### src/rtl/seg7_scan_driver.sv
// rtl/seg7_scan_driver.sv - two-digit hex seven-segment scan driver with one-deep pending buffer
// Optional build macro: SEG_LEADING_ZERO_BLANK_EN (suppress a zero high digit).
module seg7_scan_driver #(
    parameter int REFRESH_DIV = 1024,
    parameter int DEAD_CYC    = 4
) (
    input  logic       clk,
    input  logic       rst,
    input  logic [7:0] data_in,
    input  logic       data_valid,
    output logic       data_ready,
    input  logic       blank,
    output logic [6:0] seg,
    output logic       digit_sel,
    output logic [7:0] shown
);

    localparam int MAX_CYC = (REFRESH_DIV > DEAD_CYC) ? REFRESH_DIV : DEAD_CYC;
    localparam int CNT_W   = (MAX_CYC > 2) ? $clog2(MAX_CYC) : 1;
    localparam logic [CNT_W-1:0] SHOW_LOAD = CNT_W'(REFRESH_DIV - 1);
    localparam logic [CNT_W-1:0] DEAD_LOAD = CNT_W'(DEAD_CYC - 1);

    typedef enum logic [1:0] {
        SHOW_LO = 2'd0,
        DEAD_LO = 2'd1,
        SHOW_HI = 2'd2,
        DEAD_HI = 2'd3
    } state_t;

    state_t           state;
    logic [CNT_W-1:0] cnt;
    logic [7:0]       shown_q;
    logic [7:0]       pend;
    logic             pend_full;

    function automatic logic [6:0] glyph(input logic [3:0] nib);
        case (nib)
            4'h0: glyph = 7'h3F;
            4'h1: glyph = 7'h06;
            4'h2: glyph = 7'h5B;
            4'h3: glyph = 7'h4F;
            4'h4: glyph = 7'h66;
            4'h5: glyph = 7'h6D;
            4'h6: glyph = 7'h7D;
            4'h7: glyph = 7'h07;
            4'h8: glyph = 7'h7F;
            4'h9: glyph = 7'h6F;
            4'hA: glyph = 7'h77;
            4'hB: glyph = 7'h7C;
            4'hC: glyph = 7'h39;
            4'hD: glyph = 7'h5E;
            4'hE: glyph = 7'h79;
            default: glyph = 7'h71;
        endcase
    endfunction

    always_ff @(posedge clk) begin
        if (rst) begin
            state     <= SHOW_LO;
            cnt       <= SHOW_LOAD;
            shown_q   <= 8'h00;
            pend      <= 8'h00;
            pend_full <= 1'b0;
        end else begin
            if (data_valid && !pend_full) begin
                pend      <= data_in;
                pend_full <= 1'b1;
            end
            if (cnt == '0) begin
                case (state)
                    SHOW_LO: begin
                        state <= DEAD_LO;
                        cnt   <= DEAD_LOAD;
                    end
                    DEAD_LO: begin
                        state <= SHOW_HI;
                        cnt   <= SHOW_LOAD;
                    end
                    SHOW_HI: begin
                        state <= DEAD_HI;
                        cnt   <= DEAD_LOAD;
                    end
                    default: begin
                        state <= SHOW_LO;
                        cnt   <= SHOW_LOAD;
                        // Frame boundary: the only point where the shown byte may change.
                        if (pend_full) begin
                            shown_q   <= pend;
                            pend_full <= 1'b0;
                        end
                    end
                endcase
            end else begin
                cnt <= cnt - 1'b1;
            end
        end
    end

    always_comb begin
        seg = 7'h00;
        if (!blank) begin
            case (state)
                SHOW_LO: seg = glyph(shown_q[3:0]);
                SHOW_HI: begin
`ifdef SEG_LEADING_ZERO_BLANK_EN
                    seg = (shown_q[7:4] == 4'h0) ? 7'h00 : glyph(shown_q[7:4]);
`else
                    seg = glyph(shown_q[7:4]);
`endif
                end
                default: seg = 7'h00;
            endcase
        end
    end

    assign digit_sel  = (state == SHOW_HI) || (state == DEAD_HI);
    assign data_ready = !pend_full;
    assign shown      = shown_q;

endmodule

### config.mk
export PLATFORM = sky130hd
export DESIGN_NAME = seg7_scan_driver
export DESIGN_NICKNAME = d
export VERILOG_FILES = /design/src/rtl/seg7_scan_driver.sv
export SDC_FILE = /design/constraint.sdc
export NUM_CORES = 1
export LEC_CHECK = 0
export CAP_MARGIN = 20
export CORE_MARGIN = 2
export CORE_UTILIZATION = 39
export DETAILED_ROUTE_END_ITERATION = 8
export SYNTH_ARGS = -nofsm -noshare
export SYNTH_HDL_FRONTEND = slang
export SYNTH_SLANG_ARGS = --single-unit
### constraint.sdc
create_clock -name clk -period 5.5 [get_ports clk]
set_clock_uncertainty 0.2 [all_clocks]
set_input_delay 1.1 -clock clk [delete_from_list [all_inputs] [get_ports clk]]
set_output_delay 1.1 -clock clk [all_outputs]
set_load 0.02 [all_outputs]
==> reports/metrics.yaml <==
synth.top_cell.area_share_pct: 38.8
seq_area_frac_synth_pct: 38.8
relSlewSlack_pct: 52.5
num_antenna_cells: 0
grt_util_all_layers_pct: 14.9
outcome: "completed"
synthesis.area_sq_um: 2220
via_count: 1730
final_common_cell: "dfxtp_1"
combPwrFrac_pct: 6.0
clkTransAtPathRegs_ps: 80
numCtsBuffers: 5
reg2reg_slack_ps: 2350
clock_tree.root_cell: "clkbuf_8"
die_height_um: 79.5
finalSetupViolCount: 0
postCtsSetupBuffers: 0
synth_edf_count: 0
ys.warnings.count: 0
dieArea_sq_um: 6310
vias_per_cell: 4.86
cts_tree: "built"
crit_type: "in2out"
fin_crit_sh_pct: 66.7
fillers: 561
drv_cap: 0
drtPass1Iterations: 4
numPortBuffers: 28
start_util_pct: 40.3
coreArea_sq_um: 5510
use_met2_pct: 26.2
yosysTopAreaCell: "dfxtp_1"
cp-end-kind: "output port"
clkSinkCount: 43
use_met1_pct: 18.1
crit_arrival_ps: 2370
synth_cells: 254
p_switching_mw: 0.131
crit_chain: "clkdlybuf4s50_1 -> nor2_1 -> clkdlybuf4s50_1"
required_ps: 4200
die_w_um: 79.5
slew_violations: 0
post_cts_resized: 0
cts_hold_buf: 0
synth.area.top_cells: "dfxtp_1, ha_1, mux2i_1"
synth_cell_types: 41
final_util_pct: 49.2
dp_cells: 348
synth_nets: 286
grt_max_degree: 16
p_int_mw: 0.517
async_flop_share_pct: 0
regArea_sq_um: 861
drc: 0
ys_dominant_reg_cell: "dfxtp_1"
syn_to_final_growth_pct: 22.0
leakage_nw: 1.05
routedWlPerCell_um: 12.1
antenna_found_initial: 0
finalHoldViolCount: 0
use_met3_pct: 3.51
mostFrequentLayoutCells: "dfxtp_1, nor2_1, nand2_1, clkdlybuf4s50_1"
drtAntennaViolNets: 0
drt_iter0_drc: 49
cp_max_fo: 7
period_minus_slack_ps: 3670
grt_busiest_layer: "met2"
power_switching_share_pct: 20.3
multi_input_area_sq_um: 1240
rsz0062_at_grt: "false"
final.setup.tns_ps: 0
grt_pass1_vias: 1670
rows: 27
insertion_delay_ps: 290
nets: 315
htreeDepth: 2
routabilityCongestion: 0.840
clockPowerShare_pct: 44.4
peakVddDrop_v: 0.000218
grt_pass1_wl_um: 7490
wl_um: 4310
fmax_mhz: 273
overflow: 0
cp_slowest_cell: "clkdlybuf4s50_1"
worst_path_largest_cell_delay_ps: 610
io_pins: 29
share_seq_of_total_power_pct: 49.6
avgSynthCellArea_sq_um: 8.74
drive_gt1_share_pct: 9.15
cpMostUsedCell: "clkdlybuf4s50_1"
hpwl_um: 3310
power.density_nw_per_um2: 239
ys_seq_elements: 43
holdCritPathClass: "reg2reg"
layoutNonFillerInstCount: 356
tightest_slew_ps: 709
clockBufferDepth: 2
startpoint_type: "input port"
synth_stat cells (2+ instances only):
cell type / number
a22oi_1: 9
xnor2_1: 3
or3_1: 3
a211oi_1: 3
mux2i_1: 12
nand2b_1: 3
nor2_2: 2
nand2_1: 30
nor3b_1: 2
nor2_1: 32
dfxtp_1: 43
a21oi_1: 19
mux4_2: 2
nor3_1: 6
inv_1: 20
buf_1: 2
ha_1: 20
nand3_1: 3
o21ai_0: 7
xor2_1: 2
o21ai_1: 2
nor2b_1: 4
a31oi_1: 2
clkbuf_1: 6
cells by family after synthesis:
kind of cell | synth area share [%]
and+or+nand+nor | 21.7
AOI/OAI and AO/OA | 12.6
DFF | 38.8
buffers and inverters | 5.58
adders and majority gates | 11.3
muxes | 8.06
xor gates and xnor gates | 1.97
power groups by stage:
| stage | combinational (mW) | clock, mW | sequential [mW] |
|---|---|---|---|
| floorplan | 0.0209 | 0 | 0.328 |
| global placement | 0.0393 | 0 | 0.329 |
| detailed placement | 0.0395 | 0 | 0.329 |
| CTS | 0.0397 | 0.298 | 0.322 |
| global route | 0.0436 | 0.309 | 0.323 |
| finish | 0.0390 | 0.288 | 0.321 |
critical path, delay by kind of cell:
kind / cells / cell delay [ps]
buf+inv: 2 / 1120
simple gates: 1 / 140
area by class of cell:
| class | instances | share of cell area [%] |
|---|---|---|
| clock buffers | 5 | 2.54 |
| multi-input cells | 181 | 45.6 |
| flip-flops and latches | 43 | 31.8 |
| clock inverters | 3 | 2.49 |
| repair buffers | 32 | 11.5 |
| well taps | 72 | 3.33 |
| inverters | 20 | 2.77 |
final timing paths:
check                             from  cells past startpoint     end
worst max-delay path             blank                      3  seg[0]
worst min-delay path            cnt[0]                      1  cnt[0]
worst max register to register  cnt[0]                     12    flop
worst min register to register  cnt[0]                      1  cnt[0]
per-stage QoR:
step / power, mW / setup slack [ps] / area [sq um] / hold slack, ps
floorplan: 0.349 / 2540 / 2220 / 171
global placement: 0.368 / 1830 / 2570 / 187
detailed placement: 0.368 / 1790 / 2570 / 189
CTS: 0.659 / 1830 / 2710 / 220
global route: 0.675 / 1730 / 2710 / 234
finish: 0.648 / 1830 / 2710 / 213
per-layer routing:
| layer | routed length [um] | part of all wire (%) | vias up |
|---|---|---|---|
| met3 | 105 | 2.4 | 4 |
| met2 | 2110 | 49 | 17 |
| li1 | - | - | 913 |
| met4 | 40 | 0.93 | 0 |
| met5 | 0 | 0 | - |
| met1 | 2060 | 48 | 796 |
No activity file was read; power rests on OpenSTA's default activity.
